`config.mk`:
```
export PLATFORM = sky130hd
export DESIGN_NAME = decode_stage
export DESIGN_NICKNAME = d
export VERILOG_FILES = /design/src/rtl/decode_stage.sv
export SDC_FILE = /design/constraint.sdc
export NUM_CORES = 2
export LEC_CHECK = 0
export BUFFER_PORTS_ARGS = -buffer_cell sky130_fd_sc_hd__buf_4
export CAP_MARGIN = 10
export CORE_ASPECT_RATIO = 0.75
export CORE_MARGIN = 2
export CORE_UTILIZATION = 45
export DETAILED_ROUTE_END_ITERATION = 10
export GPL_TIMING_DRIVEN = 0
export PLACE_DENSITY_LB_ADDON = 0.25
export SLEW_MARGIN = 20
export SYNTH_ARGS = -nofsm -noshare
export SYNTH_HDL_FRONTEND = slang
export SYNTH_SLANG_ARGS = --single-unit
```
`constraint.sdc`:
```
create_clock -name clk -period 2.8 [get_ports clk]
set_input_delay 0.56 -clock clk [delete_from_list [all_inputs] [get_ports clk]]
set_output_delay 0.56 -clock clk [all_outputs]
set_load 0.005 [all_outputs]
```
`src/rtl/decode_stage.sv`:
```
// RISC-V ID stage: IF/ID register, 32x32 register file, immediate generator and main/ALU decoder.
// Latency: 1 cycle from fetch to decoded outputs; reads are combinational (write-through when DECODE_RF_BYPASS_EN is defined).
// Backpressure: StallD holds the IF/ID register and FlushD loads a NOP bubble; register-file writes are never blocked.
module decode_stage #(
    parameter logic [31:0] NOP_INSTR = 32'h00000013
) (
    input  logic        clk,
    input  logic        rst,
    input  logic [31:0] InstrF,
    input  logic [31:0] PCF,
    input  logic [31:0] PCPlus4F,
    input  logic        StallD,
    input  logic        FlushD,
    input  logic        RegWriteW,
    input  logic [4:0]  RdW,
    input  logic [31:0] ResultW,
    output logic [31:0] RD1D,
    output logic [31:0] RD2D,
    output logic [31:0] ImmExtD,
    output logic [31:0] PCD,
    output logic [31:0] PCPlus4D,
    output logic [4:0]  Rs1D,
    output logic [4:0]  Rs2D,
    output logic [4:0]  RdD,
    output logic        RegWriteD,
    output logic        MemWriteD,
    output logic        JumpD,
    output logic        BranchD,
    output logic        ALUSrcD,
    output logic        IllegalD,
    output logic [1:0]  ResultSrcD,
    output logic [2:0]  ALUControlD
);

    localparam logic [6:0] OP_LOAD  = 7'b0000011;
    localparam logic [6:0] OP_STORE = 7'b0100011;
    localparam logic [6:0] OP_RTYPE = 7'b0110011;
    localparam logic [6:0] OP_BRNCH = 7'b1100011;
    localparam logic [6:0] OP_ALUI  = 7'b0010011;
    localparam logic [6:0] OP_JAL   = 7'b1101111;
    localparam logic [6:0] OP_JALR  = 7'b1100111;

    localparam logic [2:0] ALU_ADD = 3'b000;
    localparam logic [2:0] ALU_SUB = 3'b001;
    localparam logic [2:0] ALU_AND = 3'b010;
    localparam logic [2:0] ALU_OR  = 3'b011;
    localparam logic [2:0] ALU_SLT = 3'b101;

    logic [31:0] instr_q, instr_d;
    logic [31:0] pc_q, pc_d;
    logic [31:0] pc_plus4_q, pc_plus4_d;
    logic [31:0] rf_q [32];

    logic [6:0]  opcode;
    logic [2:0]  funct3;
    logic        funct7_b5;
    logic        rf_we;

    // ---------------- IF/ID register: rst > FlushD > StallD > load ----------------
    always_comb begin
        instr_d    = instr_q;
        pc_d       = pc_q;
        pc_plus4_d = pc_plus4_q;
        if (FlushD) begin
            instr_d    = NOP_INSTR;
            pc_d       = '0;
            pc_plus4_d = '0;
        end else if (!StallD) begin
            instr_d    = InstrF;
            pc_d       = PCF;
            pc_plus4_d = PCPlus4F;
        end
    end

    always_ff @(posedge clk) begin
        if (rst) begin
            instr_q    <= NOP_INSTR;
            pc_q       <= '0;
            pc_plus4_q <= '0;
        end else begin
            instr_q    <= instr_d;
            pc_q       <= pc_d;
            pc_plus4_q <= pc_plus4_d;
        end
    end

    assign PCD      = pc_q;
    assign PCPlus4D = pc_plus4_q;
    assign opcode   = instr_q[6:0];
    assign funct3   = instr_q[14:12];
    assign funct7_b5 = instr_q[30];
    assign Rs1D     = instr_q[19:15];
    assign Rs2D     = instr_q[24:20];
    assign RdD      = instr_q[11:7];

    // ---------------- Register file ----------------
    assign rf_we = RegWriteW && (RdW != 5'd0) && !rst;

    always_ff @(posedge clk) begin
        if (rst) begin
            for (int i = 0; i < 32; i++) begin
                rf_q[i] <= '0;
            end
        end else if (rf_we) begin
            rf_q[RdW] <= ResultW;
        end
    end

    always_comb begin
        RD1D = (Rs1D == 5'd0) ? 32'd0 : rf_q[Rs1D];
        RD2D = (Rs2D == 5'd0) ? 32'd0 : rf_q[Rs2D];
`ifdef DECODE_RF_BYPASS_EN
        // rf_we already excludes x0, so the forward can never expose a write to x0
        if (rf_we && (RdW == Rs1D)) RD1D = ResultW;
        if (rf_we && (RdW == Rs2D)) RD2D = ResultW;
`endif
    end

    // ---------------- Immediate generator ----------------
    always_comb begin
        ImmExtD = '0;
        case (opcode)
            OP_LOAD, OP_ALUI, OP_JALR:
                ImmExtD = {{20{instr_q[31]}}, instr_q[31:20]};
            OP_STORE:
                ImmExtD = {{20{instr_q[31]}}, instr_q[31:25], instr_q[11:7]};
            OP_BRNCH:
                ImmExtD = {{19{instr_q[31]}}, instr_q[31], instr_q[7],
                           instr_q[30:25], instr_q[11:8], 1'b0};
            OP_JAL:
                ImmExtD = {{11{instr_q[31]}}, instr_q[31], instr_q[19:12],
                           instr_q[20], instr_q[30:21], 1'b0};
            default:
                ImmExtD = '0;
        endcase
    end

    // ---------------- Main and ALU decoder ----------------
    logic reg_write;

    always_comb begin
        reg_write   = 1'b0;
        MemWriteD   = 1'b0;
        JumpD       = 1'b0;
        BranchD     = 1'b0;
        ALUSrcD     = 1'b0;
        ResultSrcD  = 2'b00;
        ALUControlD = ALU_ADD;
        IllegalD    = 1'b0;

        case (opcode)
            OP_LOAD: begin
                reg_write  = 1'b1;
                ALUSrcD    = 1'b1;
                ResultSrcD = 2'b01;
                IllegalD   = (funct3 != 3'b010);
            end
            OP_STORE: begin
                MemWriteD = 1'b1;
                ALUSrcD   = 1'b1;
                IllegalD  = (funct3 != 3'b010);
            end
            OP_BRNCH: begin
                BranchD     = 1'b1;
                ALUControlD = ALU_SUB;
                IllegalD    = (funct3 != 3'b000);
            end
            OP_JAL: begin
                reg_write  = 1'b1;
                JumpD      = 1'b1;
                ResultSrcD = 2'b10;
            end
            OP_RTYPE, OP_ALUI: begin
                reg_write = 1'b1;
                ALUSrcD   = (opcode == OP_ALUI);
                case (funct3)
                    // bit 30 of an I-type is immediate data, so sub is R-type only
                    3'b000: ALUControlD = (opcode == OP_RTYPE && funct7_b5) ? ALU_SUB : ALU_ADD;
                    3'b010: ALUControlD = ALU_SLT;
                    3'b110: ALUControlD = ALU_OR;
                    3'b111: ALUControlD = ALU_AND;
                    default: IllegalD = 1'b1;
                endcase
            end
            default: IllegalD = 1'b1;
        endcase

        if (IllegalD) begin
            reg_write   = 1'b0;
            MemWriteD   = 1'b0;
            JumpD       = 1'b0;
            BranchD     = 1'b0;
            ALUSrcD     = 1'b0;
            ResultSrcD  = 2'b00;
            ALUControlD = ALU_ADD;
        end
    end

    // A write to x0 has no effect, so report it as no write; the NOP bubble then reads RegWriteD=0
    assign RegWriteD = reg_write && (RdD != 5'd0);

endmodule

```
==> summary.md <==
| Metric | Value |
|---|---|
| FF+latch count, synth | `1130` |
| Worst flop-to-flop path startpoint | `instr_q[6]$_SDFFE_PP0N_` |
| Delay of the slowest critical-path stage | `0.54 ns` |
| Placed cell area | `0.0637 mm^2` |
| Most frequent cells in the layout | `1024 x edfxtp_1, 994 x and2_1, 440 x mux4_2` |
| Power per Cell Area | `566 mW/mm^2` |
| Net Sw Frac | `between 20% and 30%` |
| Most common cell after layout, fill and taps aside | `edfxtp_1` |
| Pin count of the biggest net entering global routing | `33` |
| Gr usage total | `33.5%` |
| Seq/Total Area, Yosys | `55.8%` |
| Net Sw Power | `10.5 mW` |
| CP Data Required Time | `between 2 and 2.5 ns` |
| Root Driver | `clkbuf_16` |
| Initial antenna violation count | `9` |
| Hpwl dp | `157 mm` |
| Peak supply drop | `approximately 0.51 mV` |
| PortBufs | `322` |
| Slowest stage cell, crit path | `dfxtp_2` |
| Crit-path cells | `nor2b_1 > clkbuf_1 > clkbuf_2 > a221o_1 > a31oi_2 > buf_4` |
| Post-Synthesis Mean Instance Area | `roughly 15 um^2` |
| Least-Margin Pin Slew | `between 1 and 1.5 ns` |
| Ys async rst share | `0%` |
| Wire per inst | `~36 um` |
| Via count | `41700` |
| Setup Skew | `0.00386 ns` |
| Max_cap viols | `0` |
| Leakage power | `between 20 and 30 nW` |
| Gpl congestion | `0.983` |
| Fillers | `10200` |
| P_int | `30.5 mW` |
| Reg-to-Reg End | `instr_q[6]$_SDFFE_PP0N_` |
| Final #Nets | `4693` |
| Worst setup path endpoint | `RD2D[12]` |
| Finished Cell Area | `0.0724 mm^2` |
| Finish-stage setup viols | `87` |
| Area delta synth->final | `22.9%` |
| First-pass GRT wire length | `between 300 and 400 mm` |
| Fin Hold WS | `around 0.011 ns` |
| Clk buf depth | `3` |
| Core Area | `roughly 0.13 mm^2` |
| Total power | `approximately 40 mW` |
| Io pins | `324` |
| Die Area | `approximately 0.13 mm^2` |
| Sequential share of power | `about half` |
| Antenna Nets Post-Route | `0` |
| Worst-path clk slew | `0.06 ns` |
| Slew Limit Fails | `0` |
| RSZ-0062 raised after global routing | `yes` |
| Worst Hold Class | `in2reg` |
| Vias per std cell | `6.52` |
| Num rows | `114` |
| GR Overflow Total | `0` |
| TritonCTS clock tree | `done` |
| Clock network fraction of design power | `39.1%` |
| Failing checks | `negative setup slack` |
| Number of global-route vias before repair | `approximately 40000` |
| WS Path Type | `reg2out` |
| Status | `finished, violations left` |
| Top fanout value on the critical path | `10` |
| Netlist Area Pre-Place | `between 0.05 and 0.06 mm^2` |
| First-iteration detailed-routing DRC count | `7057` |
| Crit path time final | `3.71 ns` |
| TritonCTS Buffers | `between 100 and 150` |
| Starting Density | `45.6%` |
| Die Y | `317 um` |
| CP arrival | `~3.2 ns` |
| Synth warn | `0` |
| Tcrit/Tclk final | `132%` |
| Mapped Cells | `3989` |
| Chip width | `422 um` |
| First-pass DRT Iterations | `8` |
| Fin. Hold Viols | `0` |
| Drt total wl | `232 mm` |
| # clock sinks | `1130` |
| Drt drc | `0` |
| Top_reg_cell synth | `edfxtp_1` |
| Fin worst setup slack | `-0.906 ns` |
| Setup crit end kind | `output port` |
| Reg2reg path depth | `3` |
| Synth cell types | `roughly 50` |
| Max Freq | `270 MHz` |
| Critical Path Start Type | `register` |
| # H-tree levels | `3` |
| FF-to-FF setup slack | `1.91 ns` |
| Fraction of layout cells with a size suffix above 1 | `33.2%` |
| Number of enable flip-flop cells after synthesis | `between 1000 and 1500` |
| Gate power share | `between 10% and 20%` |
| Slew HR | `0.863%` |
| Clock latency on the worst-skew pair | `0.78 ns` |
-- worst max-delay path, delay by kind of cell, from the launching register on --
family,cells,cell delay [ns]
simple gates,1,0.17
buf+inv,3,0.82
flops,1,0.54
compound gates,2,0.81
-- worst min path at each step --
stage	start	end	cells past startpoint
2_1_floorplan	instr_q[25]$_SDFFE_PP0N_	instr_q[25]$_SDFFE_PP0N_	2
3_3_place_gp	instr_q[27]$_SDFFE_PP0N_	instr_q[27]$_SDFFE_PP0N_	2
3_5_place_dp	instr_q[29]$_SDFFE_PP0N_	instr_q[29]$_SDFFE_PP0N_	2
4_1_cts	InstrF[12]	instr_q[12]$_SDFFE_PP0N_	3
5_1_grt	PCPlus4F[5]	PCPlus4D[5]$_SDFFE_PP0N_	3
6_report	PCPlus4F[18]	PCPlus4D[18]$_SDFFE_PP0N_	3
-- layout make-up --
type                       count  area (um^2)  area share (%)
clock inverter                69          686           0.947
tap                         1740         2180            3.01
inverter                       6         22.5          0.0311
timing repair buffer         428         4050            5.59
multi-input combinational   2437        25700            35.5
antenna                        8         20.0          0.0276
buffer                       438         3710            5.13
clock buffer                 145         3080            4.26
sequential                  1130        32900            45.5
-- metal layers --
metal	share of wire, %	routed length [um]	global-route usage [%]
met3	15	34300	12.3
met2	41	95400	46.4
met5	0.042	98	0
met1	39	89500	47.0
met4	5.3	12300	14.8
-- metrics by stage --
step                      TNS, ns  setup slack [ns]  cells  utilization [%]
after floorplan                 0             0.468   4020                -
after global placement    -613.56             -1.34   6082             49.2
after detailed placement  -402.19             -1.33   6084             49.3
after CTS                  -50.34            -0.848   6346             54.7
after global routing       -52.29            -0.849   6393             56.0
final                      -51.61            -0.906   6401             56.0
-- power groups by stage --
stage	sequential (mW)	clock, mW	combinational (mW)
after floorplan	19.9	0	2.43
after global placement	20.0	0	4.28
after CTS	19.7	15.9	4.83
after detailed placement	20.1	0	4.32
after global routing	19.8	16.5	5.33
final	19.7	16.0	5.23
-- logic make-up (layout without fill, tap and decap cells) --
logic type,Yosys count,in the layout,synth area share (%)
AOI/OAI and AO/OA,333,333,4.29
buffers and inverters,454,1086,4.05
DFF,1130,1130,55.8
muxes,800,800,23.2
other,1,40,0.00636
and+or+nand+nor,1271,1272,12.7
-- synth_stat cells, types with 2 or more instances --
master / n / area (um^2)
edfxtp_1: 1024 / 30700
a22oi_1: 64 / 480
nor3b_1: 2 / 15.0
a221o_1: 64 / 641
nand2_1: 51 / 191
or4_1: 2 / 15.0
and3b_1: 2 / 17.5
a21oi_1: 7 / 35.0
o21ai_0: 23 / 115
o2111ai_1: 17 / 149
a31oi_1: 64 / 400
mux2i_1: 352 / 3520
nor2_1: 143 / 537
a22o_1: 5 / 43.8
inv_1: 6 / 22.5
o21ai_1: 28 / 140
a21o_1: 9 / 67.6
buf_6: 31 / 349
dfxtp_1: 106 / 2120
or2_2: 32 / 200
nand2b_1: 4 / 25.0
mux4_2: 435 / 9800
nor3_1: 3 / 15.0
buf_4: 80 / 601
mux4_1: 13 / 342
nand3_1: 6 / 30.0
buf_12: 5 / 100
clkbuf_1: 276 / 1040
buf_2: 56 / 280
a221oi_1: 46 / 403
nor2b_1: 7 / 43.8
nor4_1: 2 / 12.5
a211oi_1: 2 / 15.0
and3_1: 4 / 25.0
and2_1: 1004 / 6280
-- sequential cells by signal, summed over array words and instances, names as in the netlist, named ones only --
| register | count |
|---|---|
| instr_q | 32 |
| PCPlus4D | 32 |
| rf_q | 1024 |
| PCD | 32 |
-- what timing repair did --
item / in CTS / in global routing
gates resized for setup: 620 / 228
setup buffers: 41 / 37
pin swaps: 84 / 103
cloned: 8 / 14
hold buffers: 8 / 0
endpoints found under the setup margin: 113 / 128
hold endpoints to repair: 8 / 0
No activity file was read; power rests on OpenSTA's default activity.
